### src/rtl/cdb_arbiter.sv
// rtl/cdb_arbiter.sv - Round-robin common data bus arbiter with per-source result FIFOs
`ifndef ROB_SIZE_WIDTH
`define ROB_SIZE_WIDTH 4
`endif

module cdb_arbiter #(
    parameter int N_SRC    = 3,
    parameter int ROB_ID_W = `ROB_SIZE_WIDTH,
    parameter int DEPTH    = 2,
    parameter int SRC_W    = 2
) (
    input  logic                      clk,
    input  logic                      rst,
    input  logic                      rdy,
    input  logic                      clear,
    input  logic [N_SRC-1:0]          req_valid,
    input  logic [N_SRC*ROB_ID_W-1:0] req_rob_id,
    input  logic [N_SRC*32-1:0]       req_value,
    output logic [N_SRC-1:0]          req_ready,
    output logic                      cdb_valid,
    output logic [ROB_ID_W-1:0]       cdb_rob_id,
    output logic [31:0]               cdb_value,
    output logic [SRC_W-1:0]          cdb_src,
    output logic [N_SRC-1:0]          fifo_busy
);
    localparam int PTR_W = $clog2(DEPTH);
    localparam int CNT_W = PTR_W + 1;
    localparam logic [CNT_W-1:0] FULL = CNT_W'(DEPTH);

    logic [ROB_ID_W-1:0] id_mem  [N_SRC][DEPTH];
    logic [31:0]         val_mem [N_SRC][DEPTH];
    logic [PTR_W-1:0]    wr_ptr  [N_SRC];
    logic [PTR_W-1:0]    rd_ptr  [N_SRC];
    logic [CNT_W-1:0]    count   [N_SRC];
    logic [SRC_W-1:0]    rr_ptr;
    logic [SRC_W-1:0]    rr_next;
    logic [SRC_W-1:0]    winner;
    logic                found;
    logic [N_SRC-1:0]    push;
    logic [N_SRC-1:0]    pop;
    int                  scan_idx;

    // Scan from rr_ptr upward, wrapping at N_SRC; first non-empty FIFO wins.
    always_comb begin
        found    = 1'b0;
        winner   = '0;
        scan_idx = 0;
        for (int k = 0; k < N_SRC; k++) begin
            scan_idx = int'(rr_ptr) + k;
            if (scan_idx >= N_SRC)
                scan_idx = scan_idx - N_SRC;
            if (!found && count[SRC_W'(scan_idx)] != '0) begin
                found  = 1'b1;
                winner = SRC_W'(scan_idx);
            end
        end
        rr_next = (winner == SRC_W'(N_SRC - 1)) ? '0 : winner + 1'b1;
    end

    always_comb begin
        req_ready = '0;
        push      = '0;
        pop       = '0;
        fifo_busy = '0;
        for (int i = 0; i < N_SRC; i++) begin
            req_ready[i] = rdy & ~clear & (count[i] != FULL);
            push[i]      = req_valid[i] & rdy & ~clear & (count[i] != FULL);
            pop[i]       = rdy & ~clear & found & (winner == SRC_W'(i));
            fifo_busy[i] = (count[i] != '0);
        end
    end

    always_ff @(posedge clk or posedge rst) begin
        if (rst) begin
            for (int i = 0; i < N_SRC; i++) begin
                wr_ptr[i] <= '0;
                rd_ptr[i] <= '0;
                count[i]  <= '0;
            end
            rr_ptr     <= '0;
            cdb_valid  <= 1'b0;
            cdb_rob_id <= '0;
            cdb_value  <= '0;
            cdb_src    <= '0;
        end else if (rdy) begin
            if (clear) begin
                for (int i = 0; i < N_SRC; i++) begin
                    wr_ptr[i] <= '0;
                    rd_ptr[i] <= '0;
                    count[i]  <= '0;
                end
                rr_ptr    <= '0;
                cdb_valid <= 1'b0;
            end else begin
                for (int i = 0; i < N_SRC; i++) begin
                    wr_ptr[i] <= wr_ptr[i] + PTR_W'(push[i]);
                    rd_ptr[i] <= rd_ptr[i] + PTR_W'(pop[i]);
                    count[i]  <= count[i] + CNT_W'(push[i]) - CNT_W'(pop[i]);
                end
                if (found) begin
                    cdb_valid  <= 1'b1;
                    cdb_rob_id <= id_mem[winner][rd_ptr[winner]];
                    cdb_value  <= val_mem[winner][rd_ptr[winner]];
                    cdb_src    <= winner;
                    rr_ptr     <= rr_next;
                end else begin
                    cdb_valid <= 1'b0;
                end
            end
        end
    end

    // Payload storage needs no reset: counts alone decide which slots are live.
    always_ff @(posedge clk) begin
        for (int i = 0; i < N_SRC; i++) begin
            if (push[i]) begin
                id_mem[i][wr_ptr[i]]  <= req_rob_id[i*ROB_ID_W +: ROB_ID_W];
                val_mem[i][wr_ptr[i]] <= req_value[i*32 +: 32];
            end
        end
    end

endmodule

### config.mk
export PLATFORM = sky130hd
export DESIGN_NAME = cdb_arbiter
export DESIGN_NICKNAME = d
export VERILOG_FILES = /design/src/rtl/cdb_arbiter.sv
export SDC_FILE = /design/constraint.sdc
export NUM_CORES = 1
export LEC_CHECK = 0
export BUFFER_PORTS_ARGS = -buffer_cell sky130_fd_sc_hd__clkbuf_2
export CAP_MARGIN = 10
export CELL_PAD_IN_SITES_DETAIL_PLACEMENT = 1
export CELL_PAD_IN_SITES_GLOBAL_PLACEMENT = 2
export CORE_UTILIZATION = 37
export CTS_CLUSTER_DIAMETER = 80
export DETAILED_ROUTE_END_ITERATION = 7
export PLACE_DENSITY_LB_ADDON = 0.05
export SYNTH_ARGS = -nofsm -noshare
export SYNTH_HDL_FRONTEND = slang
export SYNTH_SLANG_ARGS = --single-unit
### constraint.sdc
create_clock -name clk -period 3 [get_ports clk]
set_input_delay 0.45 -clock clk [delete_from_list [all_inputs] [get_ports clk]]
set_output_delay 0.45 -clock clk [all_outputs]
set_load 0.1 [all_outputs]
# Word level (Yosys, flattened, before mapping)

Memory sizes are Yosys's and may differ from the RTL's.
Index checks and enable logic that the tools add are counted.

Memories: 2
Bits in writable memories: 216
Register bits after elaboration: 53

Bitwise gates (word level): 26
Add/sub/neg operators: 18
$lt $le $gt $ge: 14
Mux-type cells: 56
Reduce and logical (&&, ||, !) cells: 17
Equal/unequal tests: 5

Memories:

| name    | words | bits a word | rd ports | clocked after memory_dff | write ports | line | RTL |
|---|---|---|---|---|---|---|---|
| val_mem | 3     | 64          | 1        | 0                        | 3           | 31   | `logic [31:0] val_mem [N_SRC][DEPTH];` |
| id_mem  | 3     | 8           | 1        | 0                        | 3           | 30   | `logic [ROB_ID_W-1:0] id_mem [N_SRC][DEPTH];` |

Operator list:

| kind                  | number |
|---|---|
| $mux W32              | 6 |
| $mux W64              | 3 |
| $demux W32 S1         | 3 |
| $mux W2               | 15 |
| $mux W4               | 6 |
| $mux W8               | 3 |
| $and A1 B1 Y1         | 17 |
| $reduce_bool A2 Y1    | 7 |
| $bmux W2 S2           | 3 |
| $demux W4 S1          | 3 |
| $ge A2 B2 Y1 const B  | 5 |
| $mux W1               | 10 |
| $ge A2 B3 Y1 const B  | 3 |
| $not A1 Y2            | 4 |
| $add A1 B1 Y1         | 6 |
| $add A2 B1 Y2         | 3 |
| $ge A3 B2 Y1 const B  | 2 |
| $lt A2 B1 Y1 const B  | 3 |
| $mux W3               | 2 |
| $mux W6               | 1 |
| $ne A2 B2 Y1 const B  | 3 |
| $not A2 Y2            | 3 |
| $sub A2 B1 Y2         | 3 |
| $sub A2 B2 Y2 const B | 3 |
| other kinds (14)      | 19 |

# Logic depth before layout (Yosys ltp)

Gate-level depths: netlist of run 1.

Depth in word-level cells: 22
Mapped depth: 16

# Least setup slack after synthesis of run 1

Ideal clock, no wire load.

Kind: input port to flip-flop
Start: input port clear
End: memory id_mem[1][4] (netlist bit) (enable)
Library setup time: 397 ps
Stages on the path: 5
Path buffers: 0
Path slack: -855 ps
Arrival time: 3459 ps
Cells stage by stage: nand2b_1 a21oi_1 nand2_1 inv_1 ha_1

RTL lines:

| what        | line | RTL |
|---|---|---|
| from (decl) | 15   | `input logic clear,` |
| to (decl)   | 30   |  |

# Worst setup path after layout of run 1

Start: register rr_ptr[1]
End: register count[5] (netlist bit)

Cells in the longest elaborated chain, start to end: 18
Elaborated cells between the ends (all ways): 41
Classes of those cells: add/sub (6); order compare (3); mux (19); bitwise (5); reduce/logical (8)

Ends and longest elaborated chain:

| what                                                   | line | RTL |
|---|---|---|
| from (decl)                                            | 35   | `logic [SRC_W-1:0] rr_ptr;` |
| from (signal assigned)                                 | 105  | `rr_ptr <= rr_next;` |
| branches (longest 15 deep; another with $add A2 B1 Y3) | n/a  |  |
| $and A1 B1 Y1 (*)                                      | 68   | `pop[i] = rdy & ~clear & found & (winner == SRC_W'(i));` |
| $sub A2 B1 Y2 (*)                                      | 98   | `count[i] <= count[i] + CNT_W'(push[i]) - CNT_W'(pop[i]);` |
| $mux W6 (*)                                            | 86   | `if (clear) begin` |
| to (signal, indexed assignment)                        | 98   |  |
| to (decl)                                              | 34   | `logic [CNT_W-1:0] count [N_SRC];` |

Mark *: on every way between the ends. The select of a mux whose other input is x is not followed.
A chain may end at the register's enable or synchronous reset.

==> out/results.tsv, run 1 <==
stage	metric	value	unit
logic_synthesis	post-synth cell types	43	
placed_design	Port Buf Inserts	159	
logic_synthesis	ys async rst share	0.1970	
timing	minimum clock period	2.931	ns
drt	vias	7227	
floorplanning	FP Rows	63	
logic_synthesis	leading area contributor after synthesis	edfxtp_1	
placed_design	placed cell count	1283	
timing	Max Clock Skew	0.02022	ns
grt	vias in the first global route	7705	
pwr	Clk pwr share	0.210	
logic_synthesis	Seq/Total Area, Yosys	0.6993	
timing	Final Hold Viols	0	
drt	via/cell ratio	5.357	
clock_tree	CTS tree	built	
pwr	Net Sw Frac	0.4450	
clock_tree	Clock Latency Late Sink	0.55	ns
clock_tree	Worst-path clk slew	0.06	ns
critical_path	critical path, cell by cell	ha_4 > or3b_4 > and2_4 > a32o_4 > buf_6 > nor2_4 > nor2_4 > ha_4 > inv_1 > ha_1 > xor2_1 > o21ai_1 > nand2_1 > o21ai_0	
timing	Setup Viol. Count Final	0	
logic_synthesis	Synth Warn #	0	
floorplanning	core area	29640	µm²
timing	setup TNS	0	ns
grt	number of antenna violations at the first check in global routing	3	
finish	Area Overhead vs Synth	25.46	%
finish	Finished Layout Cells	1349	
pwr	Comb power frac	0.488	
floorplanning	# IOs	160	
logic_synthesis	Mapped Avg Cell Area	15.08	µm²
logic_synthesis	Yosys top cell area share	0.5806	
grt	total grt overflow	0	
logic_synthesis	Cells after Synth	741	
finish	fin nets	1065	
placed_design	dpl ws	-0.1557	ns
placed_design	RePlAce Congestion	0.7912	
clock_tree	number of H-tree levels	1	
critical_path	slowest CP cell	dfrtp_2	
job	total of max-cap violations	0	
pwr	net switching power	7.001	mW
grt	gr usage total	0.1982	
logic_synthesis	complex-gate fraction of the synthesized area	0.1067	
timing	fmax	341.1	MHz
outcome	run status	finished clean	
critical_path	type of origin of the critical path	register	
critical_path	Worst Path Required	3.42	ns
timing	RSZ-0062 raised after global routing	true	
logic_synthesis	Syn Std Cell Area	11170	µm²
logic_synthesis	most common cell in the netlist	edfxtp_1	
pwr	P_int	8.733	mW
logic_synthesis	adder-cell share of the synthesized area	0.01792	
logic_synthesis	Post-synth EDFFs	216	
logic_synthesis	multiplexer share of the synthesized area	0.07134	
logic_synthesis	xor and xnor area share after synthesis	0.002352	
drt	Routed WL per cell	22.83	µm
drt	Remaining DRCs	0	
timing	final worst slack	0.06865	ns
drt	WL final	30.80	mm
clock_tree	CTS Buf Count	29	
logic_synthesis	top post-synthesis cells by count	edfxtp_1 (216), dfrtp_1 (53), a31oi_1 (41), nor2_1 (41), nor3_1 (41)	
drt	initial DRC count	415	
floorplanning	die area	30890	µm²
floorplanning	Starting Density	0.3769	
finish	layout cell share with drive strength beyond 1	0.3553	
critical_path	reg-to-reg startpoint	rr_ptr[1]	
timing	Pins Over Slew Limit	0	
pwr	Leakage	5.324	nW
grt	first-pass GRT wire length	46.04	mm
grt	largest net degree at the start of global routing	54	
critical_path	Setup CP Type	reg2reg	
logic_synthesis	largest cells by area after synthesis	edfxtp_1 (58%), dfrtp_1 (12%), mux2_2 (3.7%), mux2i_1 (3.4%), a221o_1 (3.2%)	
critical_path	reg2reg setup slack	0.07	ns
logic_synthesis	Seq cells post-synth	269	
logic_synthesis	Post-Synth Simple-Gate Area	0.07156	
worst_hold_path	Hold WC Path Type	in2reg	
critical_path	CP startpoint	rr_ptr[1]	
logic_synthesis	ys flop type	edfxtp_1	
drt	Initial DRT Pass Iterations	4	
floorplanning	chip height	175.8	µm
critical_path	Worst Reg2Reg Path Length in Cells	14	
clock_tree	Clock Tree Buf Depth	3	
clock_tree	clk root buf	clkbuf_16	
pwr	PwrDens	1123	nW/µm²
clock_tree	CTS Hold Bufs	0	
critical_path	Worst setup EP type	register	
finish	Final Instance Area	14020	µm²
timing	Tcrit/Tclk final	0.9771	
floorplanning	die width	175.8	µm
timing	Hold Slack	0.07977	ns
timing	worst rel slew slack	0.4531	
pwr	Flop pwr share	0.302	
placed_design	Detailed Place HPWL	19.91	mm
timing	Worst-Margin Slew	0.8203	ns
drt	number of routed nets with antenna violations	0	
placed_design	post-place instance area	12860	µm²
pwr	Worst VDD drop	0.0006192	V
critical_path	CP Data Arrival Time	3.35	ns
logic_synthesis	largest family of logic cells by synthesized area	compound AO/OA/AOI/OAI gates	
finish	fin util	0.4729	
critical_path	crit-path max FO	4	
critical_path	reg2reg end	count[5]	
critical_path	CP Capture Point	count[5]	
pwr	overall power	15.73	mW
clock_tree	clock sinks	269	
critical_path	CP peak stage delay	0.44	ns
logic_synthesis	Syn Nets	872	
[metal layers]
layer,vias up,track usage,share of wire
li1,3328,-,-
met1,3673,0.2609,0.43
met2,186,0.3384,0.50
met3,38,0.03095,0.050
met4,2,0.05471,0.018
met5,-,0,0.00042
[kinds of logic after synthesis]
group	count (synthesis)
multiplexers	75
adder cells (fa/ha/maj)	16
AND/OR/NAND/NOR	154
AO/OA/AOI/OAI	149
XOR/XNOR	3
buffers and inverters	75
flip-flops	269
[registers in the layout, indices dropped and copies added, names as in the netlist]
| signal | cells |
|---|---|
| cdb_rob_id | 4 |
| cdb_src | 2 |
| cdb_valid | 1 |
| cdb_value | 32 |
| count | 6 |
| id_mem | 24 |
| rd_ptr | 3 |
| rr_ptr | 2 |
| val_mem | 192 |
| wr_ptr | 3 |
[cells in the final DEF (no fill, tap or decap), types with 4 or more instances in the layout]
cell type | netlist | layout
buf_12 | 0 | 17
o21ai_0 | 12 | 10
inv_1 | 18 | 15
clkbuf_1 | 33 | 12
buf_6 | 4 | 4
clkinv_1 | 0 | 7
dfrtp_1 | 53 | 52
or3_1 | 36 | 36
nor3_1 | 41 | 37
mux2i_1 | 38 | 38
ha_4 | 0 | 4
edfxtp_1 | 216 | 216
a21o_1 | 4 | 4
nor2_1 | 41 | 38
nand2_1 | 18 | 18
clkbuf_2 | 0 | 159
a221o_1 | 36 | 36
a31oi_1 | 41 | 38
o2111ai_1 | 36 | 36
mux2_2 | 37 | 37
buf_4 | 3 | 38
clkbuf_16 | 0 | 30
ha_2 | 0 | 9
[cell type report]
class,count,area (µm²)
Fill cell,2991,15620
Sequential cell,269,7814
Multi-Input combinational cell,397,3272
Timing Repair Buffer,219,1491
Clock buffer,42,784.5
Tap cell,390,488.0
Clock inverter,12,93.84
Inverter,18,67.56
Antenna cell,2,5.005
[power by group through the flow]
| stage | logic (mW) | clock network [mW] | registers, mW |
|---|---|---|---|
| global route | 8.19 | 3.54 | 4.80 |
| CTS | 7.49 | 3.41 | 4.75 |
| detailed placement | 7.42 | 0 | 4.82 |
| finish | 7.68 | 3.31 | 4.75 |
| global placement | 7.25 | 0 | 4.81 |
| floorplan | 3.72 | 0 | 6.59 |
[critical path, delay by kind of cell, from the launching register on]
| kind | cells | cell delay (ns) |
|---|---|---|
| XOR/XNOR | 1 | 0.20 |
| adder cells (fa/ha/maj) | 3 | 0.70 |
| buffers and inverters | 2 | 0.16 |
| AND/OR/NAND/NOR | 5 | 0.79 |
| AO/OA/AOI/OAI | 3 | 0.52 |
| flip-flops | 1 | 0.44 |
[worst min path at each step]
stage | start | endpoint | slack (ns) | depth (start not counted)
after floorplan | rd_ptr[2] | rd_ptr[2] | 0.46 | 1
after global placement | cdb_src[0] | cdb_src[0] | 0.48 | 1
after detailed placement | cdb_src[0] | cdb_src[0] | 0.49 | 1
after CTS | req_value[46] | val_mem[1][46] | 0.05 | 1
after global routing | req_value[39] | val_mem[1][39] | 0.05 | 1
final | req_value[46] | val_mem[1][14] | 0.08 | 1
[repair_timing]
action	CTS	global route
endpoints found under the hold margin	0	0
endpoints found under the setup margin	7	41
resized for setup	7	26
pin swaps	5	11
cloned	0	1
setup buffers	3	6
No activity file was read; power rests on OpenSTA's default activity.
==> run 2, diff against run 1 <==
--- a/config.mk
+++ b/config.mk
@@ -5,11 +5,12 @@
 export SDC_FILE = /design/constraint.sdc
 export NUM_CORES = 1
 export LEC_CHECK = 0
+export ABC_AREA = 1
 export BUFFER_PORTS_ARGS = -buffer_cell sky130_fd_sc_hd__clkbuf_2
 export CAP_MARGIN = 10
 export CELL_PAD_IN_SITES_DETAIL_PLACEMENT = 1
 export CELL_PAD_IN_SITES_GLOBAL_PLACEMENT = 2
-export CORE_UTILIZATION = 37
+export CORE_UTILIZATION = 34
 export CTS_CLUSTER_DIAMETER = 80
 export DETAILED_ROUTE_END_ITERATION = 7
 export PLACE_DENSITY_LB_ADDON = 0.05
==> out/results.tsv, run 2 <==
stage	metric	value	unit	change
placed_design	Port Buf Inserts	159		unchanged
grt	gr usage total	0.1885		-0.009675
grt	first-pass GRT wire length	48.66	mm	+5.7%
finish	Fillers	3703		+24%
timing	worst rel slew slack	0.5674		+0.1142
logic_synthesis	Cells after Synth	1027		+39%
logic_synthesis	Syn Std Cell Area	11540	µm²	+3.3%
floorplanning	core area	33450	µm²	+13%
drt	vias	7903		+9.4%
drt	number of routed nets with antenna violations	0		unchanged
finish	Area Overhead vs Synth	22.55	%	
critical_path	Worst setup EP type	register		
logic_synthesis	Seq cells post-synth	269		unchanged
clock_tree	Worst-path clk slew	0.06	ns	about the same
worst_hold_path	WHS Path Cells	1		unchanged
grt	vias in the first global route	8365		+8.6%
grt	total grt overflow	0		unchanged
finish	commonest non-fill, non-tap cell in the layout	nand2_1		
timing	Setup Viol. Count Final	0		unchanged
worst_hold_path	hold_sp	req_value[87]		
floorplanning	die width	186.2	µm	+6.0%
finish	layout cell share with drive strength beyond 1	0.2316		-0.1237
clock_tree	cts repair resizes	0		-7
logic_synthesis	leading area contributor after synthesis	edfxtp_1		
timing	minimum clock period	2.692	ns	-0.2391 ns
clock_tree	CTS Buf Count	31		+6.9%
timing	Tcrit/Tclk final	0.8974		-0.07970
grt	largest net degree at the start of global routing	65		+20%
floorplanning	FP Rows	67		+6.3%
logic_synthesis	Syn Nets	1158		+33%
logic_synthesis	post-synth cell types	35		-19%
logic_synthesis	Post-synth EDFFs	216		unchanged
grt	number of antenna violations at the first check in global routing	1		-2
logic_synthesis	Synth Warn #	0		unchanged
logic_synthesis	ys async rst share	0.1970		unchanged
critical_path	Setup CP Type	reg2reg		
critical_path	reg2reg setup slack	0.31	ns	+0.24 ns
finish	fin nets	1341		+26%
drt	initial DRC count	339		-18%
floorplanning	# IOs	160		unchanged
drt	via/cell ratio	4.696		-12%
floorplanning	Starting Density	0.3450		-0.03194
critical_path	Worst Reg2Reg Path Length in Cells	14		unchanged
logic_synthesis	top post-synthesis cells by count	nand2_1 (332), edfxtp_1 (216), nand3_1 (189)		
clock_tree	clock sinks	269		unchanged
clock_tree	clk root buf	clkbuf_16		
timing	final worst slack	0.3078	ns	+0.2391 ns
clock_tree	CTS tree	built		
finish	# diodes	0		-2
floorplanning	chip height	186.2	µm	+6.0%
logic_synthesis	most common cell in the netlist	nand2_1		
clock_tree	number of H-tree levels	1		unchanged
outcome	run status	finished clean		
drt	Routed WL per cell	18.76	µm	-18%
timing	Worst-Margin Slew	0.6480	ns	-0.1723 ns
logic_synthesis	Mapped Avg Cell Area	11.24	µm²	-25%
job	total of max-cap violations	0		unchanged
critical_path	reg2reg end	count[5]		
drt	Initial DRT Pass Iterations	4		unchanged
drt	Remaining DRCs	0		unchanged
timing	Max Clock Skew	0.01140	ns	-0.008815 ns
finish	most frequent cells in the layout	nand2_1 (330), edfxtp_1 (216), nand3_1 (189)		
logic_synthesis	Yosys top cell area share	0.5621		-0.01851
logic_synthesis	largest cells by area after synthesis	edfxtp_1 (56%), dfrtp_1 (11%), nand2_1 (11%), nand3_1 (8.2%), or2_1 (3.8%)		
critical_path	reg-to-reg startpoint	rr_ptr[0]		
timing	Final Hold Viols	0		unchanged
finish	Largest register FFs	192		unchanged
logic_synthesis	ys flop type	edfxtp_1		
logic_synthesis	Seq/Total Area, Yosys	0.6770		-0.02229
clock_tree	postcts setup bufs	0		-3
critical_path	CP Data Arrival Time	3.15	ns	-0.20 ns
critical_path	Worst Path Required	3.45	ns	+0.03 ns
clock_tree	Clock Latency Late Sink	0.55	ns	about the same
timing	RSZ-0062 raised after global routing	false		
placed_design	dpl ws	0.2714	ns	+0.4270 ns
timing	Pins Over Slew Limit	0		unchanged
critical_path	crit-path max FO	6		+2
worst_hold_path	Hold WC Path Type	in2reg		
floorplanning	die area	34680	µm²	+12%
placed_design	Detailed Place HPWL	21.12	mm	+6.1%
timing	fmax	371.4	MHz	+8.9%
placed_design	RePlAce Congestion	0.7032		-11%
worst_hold_path	WHS Endpoint	val_mem[2][55]		
critical_path	type of origin of the critical path	register		
clock_tree	Clock Tree Buf Depth	3		unchanged
drt	WL final	31.57	mm	+2.5%
-- run 2: cell count changes after synthesis, moves of 38 or more --
cell / before / now
nand3_1: 2 / 189
or2_1: 2 / 70
mux2i_1: 38 / 0
nor3_1: 41 / 1
nand2_1: 18 / 332
a31oi_1: 41 / 1
-- run 2: worst max-delay path by stage --
stage          startpoint            to  slack [ns]  cells after the start
2_1_floorplan         rdy  id_mem[1][4]       -0.05                      7
3_3_place_gp    rr_ptr[0]      count[1]        0.36                     18
3_5_place_dp    rr_ptr[0]      count[3]        0.27                     18
4_1_cts         rr_ptr[0]      count[5]        0.27                     14
5_1_grt         rr_ptr[0]      count[5]        0.03                     14
6_report        rr_ptr[0]      count[5]        0.31                     14
-- run 2: area by class of cell --
cell class	count	area (µm²)	area share
repair buffers	204	1356	0.09590
clock buffers	41	863.3	0.06105
multi-input cells	670	3278	0.2318
inverters	34	130.1	0.009201
well taps	448	560.5	0.03964
clock inverters	17	141.4	0.009997
flip-flops and latches	269	7812	0.5524
-- run 2: what timing repair did --
action	in CTS	in global routing
hold buffers	1	0
hold endpoints to repair	20	0
setup endpoints to repair	0	0
-- run 2: critical path, cell delays in order, from the launching register on --
cell	delay, ns
dfrtp_1	0.40
inv_1	0.11
ha_1	0.29
inv_1	0.12
nand3_1	0.14
nand3_4	0.12
and2_1	0.16
o21ai_1	0.12
nand2_2	0.12
nor3_1	0.27
ha_1	0.18
inv_1	0.04
ha_1	0.18
xor2_1	0.16
o31ai_1	0.19
-- run 2: cell families (layout without fill, tap and decap cells) --
kind of cell / count (synthesis) / in the layout / share of synthesized area
AOI/OAI and AO/OA: 18 / 18 / 0.009868
xor gates and xnor gates: 6 / 6 / 0.004555
adders and majority gates: 16 / 16 / 0.01735
buffers and inverters: 88 / 296 / 0.04294
DFF: 269 / 269 / 0.6770
and+or+nand+nor: 630 / 630 / 0.2483
-- run 2: per-stage QoR --
stage	utilization	cell area (µm²)	hold WS (ns)	std cells	setup TNS [ns]
2_1_floorplan	-	11570	0.4490	1027	-7.113
3_5_place_dp	0.3925	13130	0.4647	1624	0
6_report	0.4228	14140	0.08479	1683	0
5_1_grt	0.4228	14140	0.05829	1683	0
4_1_cts	0.4228	14140	0.05879	1683	0
3_3_place_gp	0.3925	13130	0.4615	1624	0
-- run 2: layer usage --
layer  vias up  routed length (µm)  GRT usage
met5         -                  11          0
met4         2                 514    0.03475
met3        38                 974    0.02609
met2       123               15400     0.3272
met1      3879               14670     0.2525
li1       3861                   -          -
Power of run 2 is not shown: default switching activity piles up to over one toggle a cycle in this logic, so the estimate is an artifact.
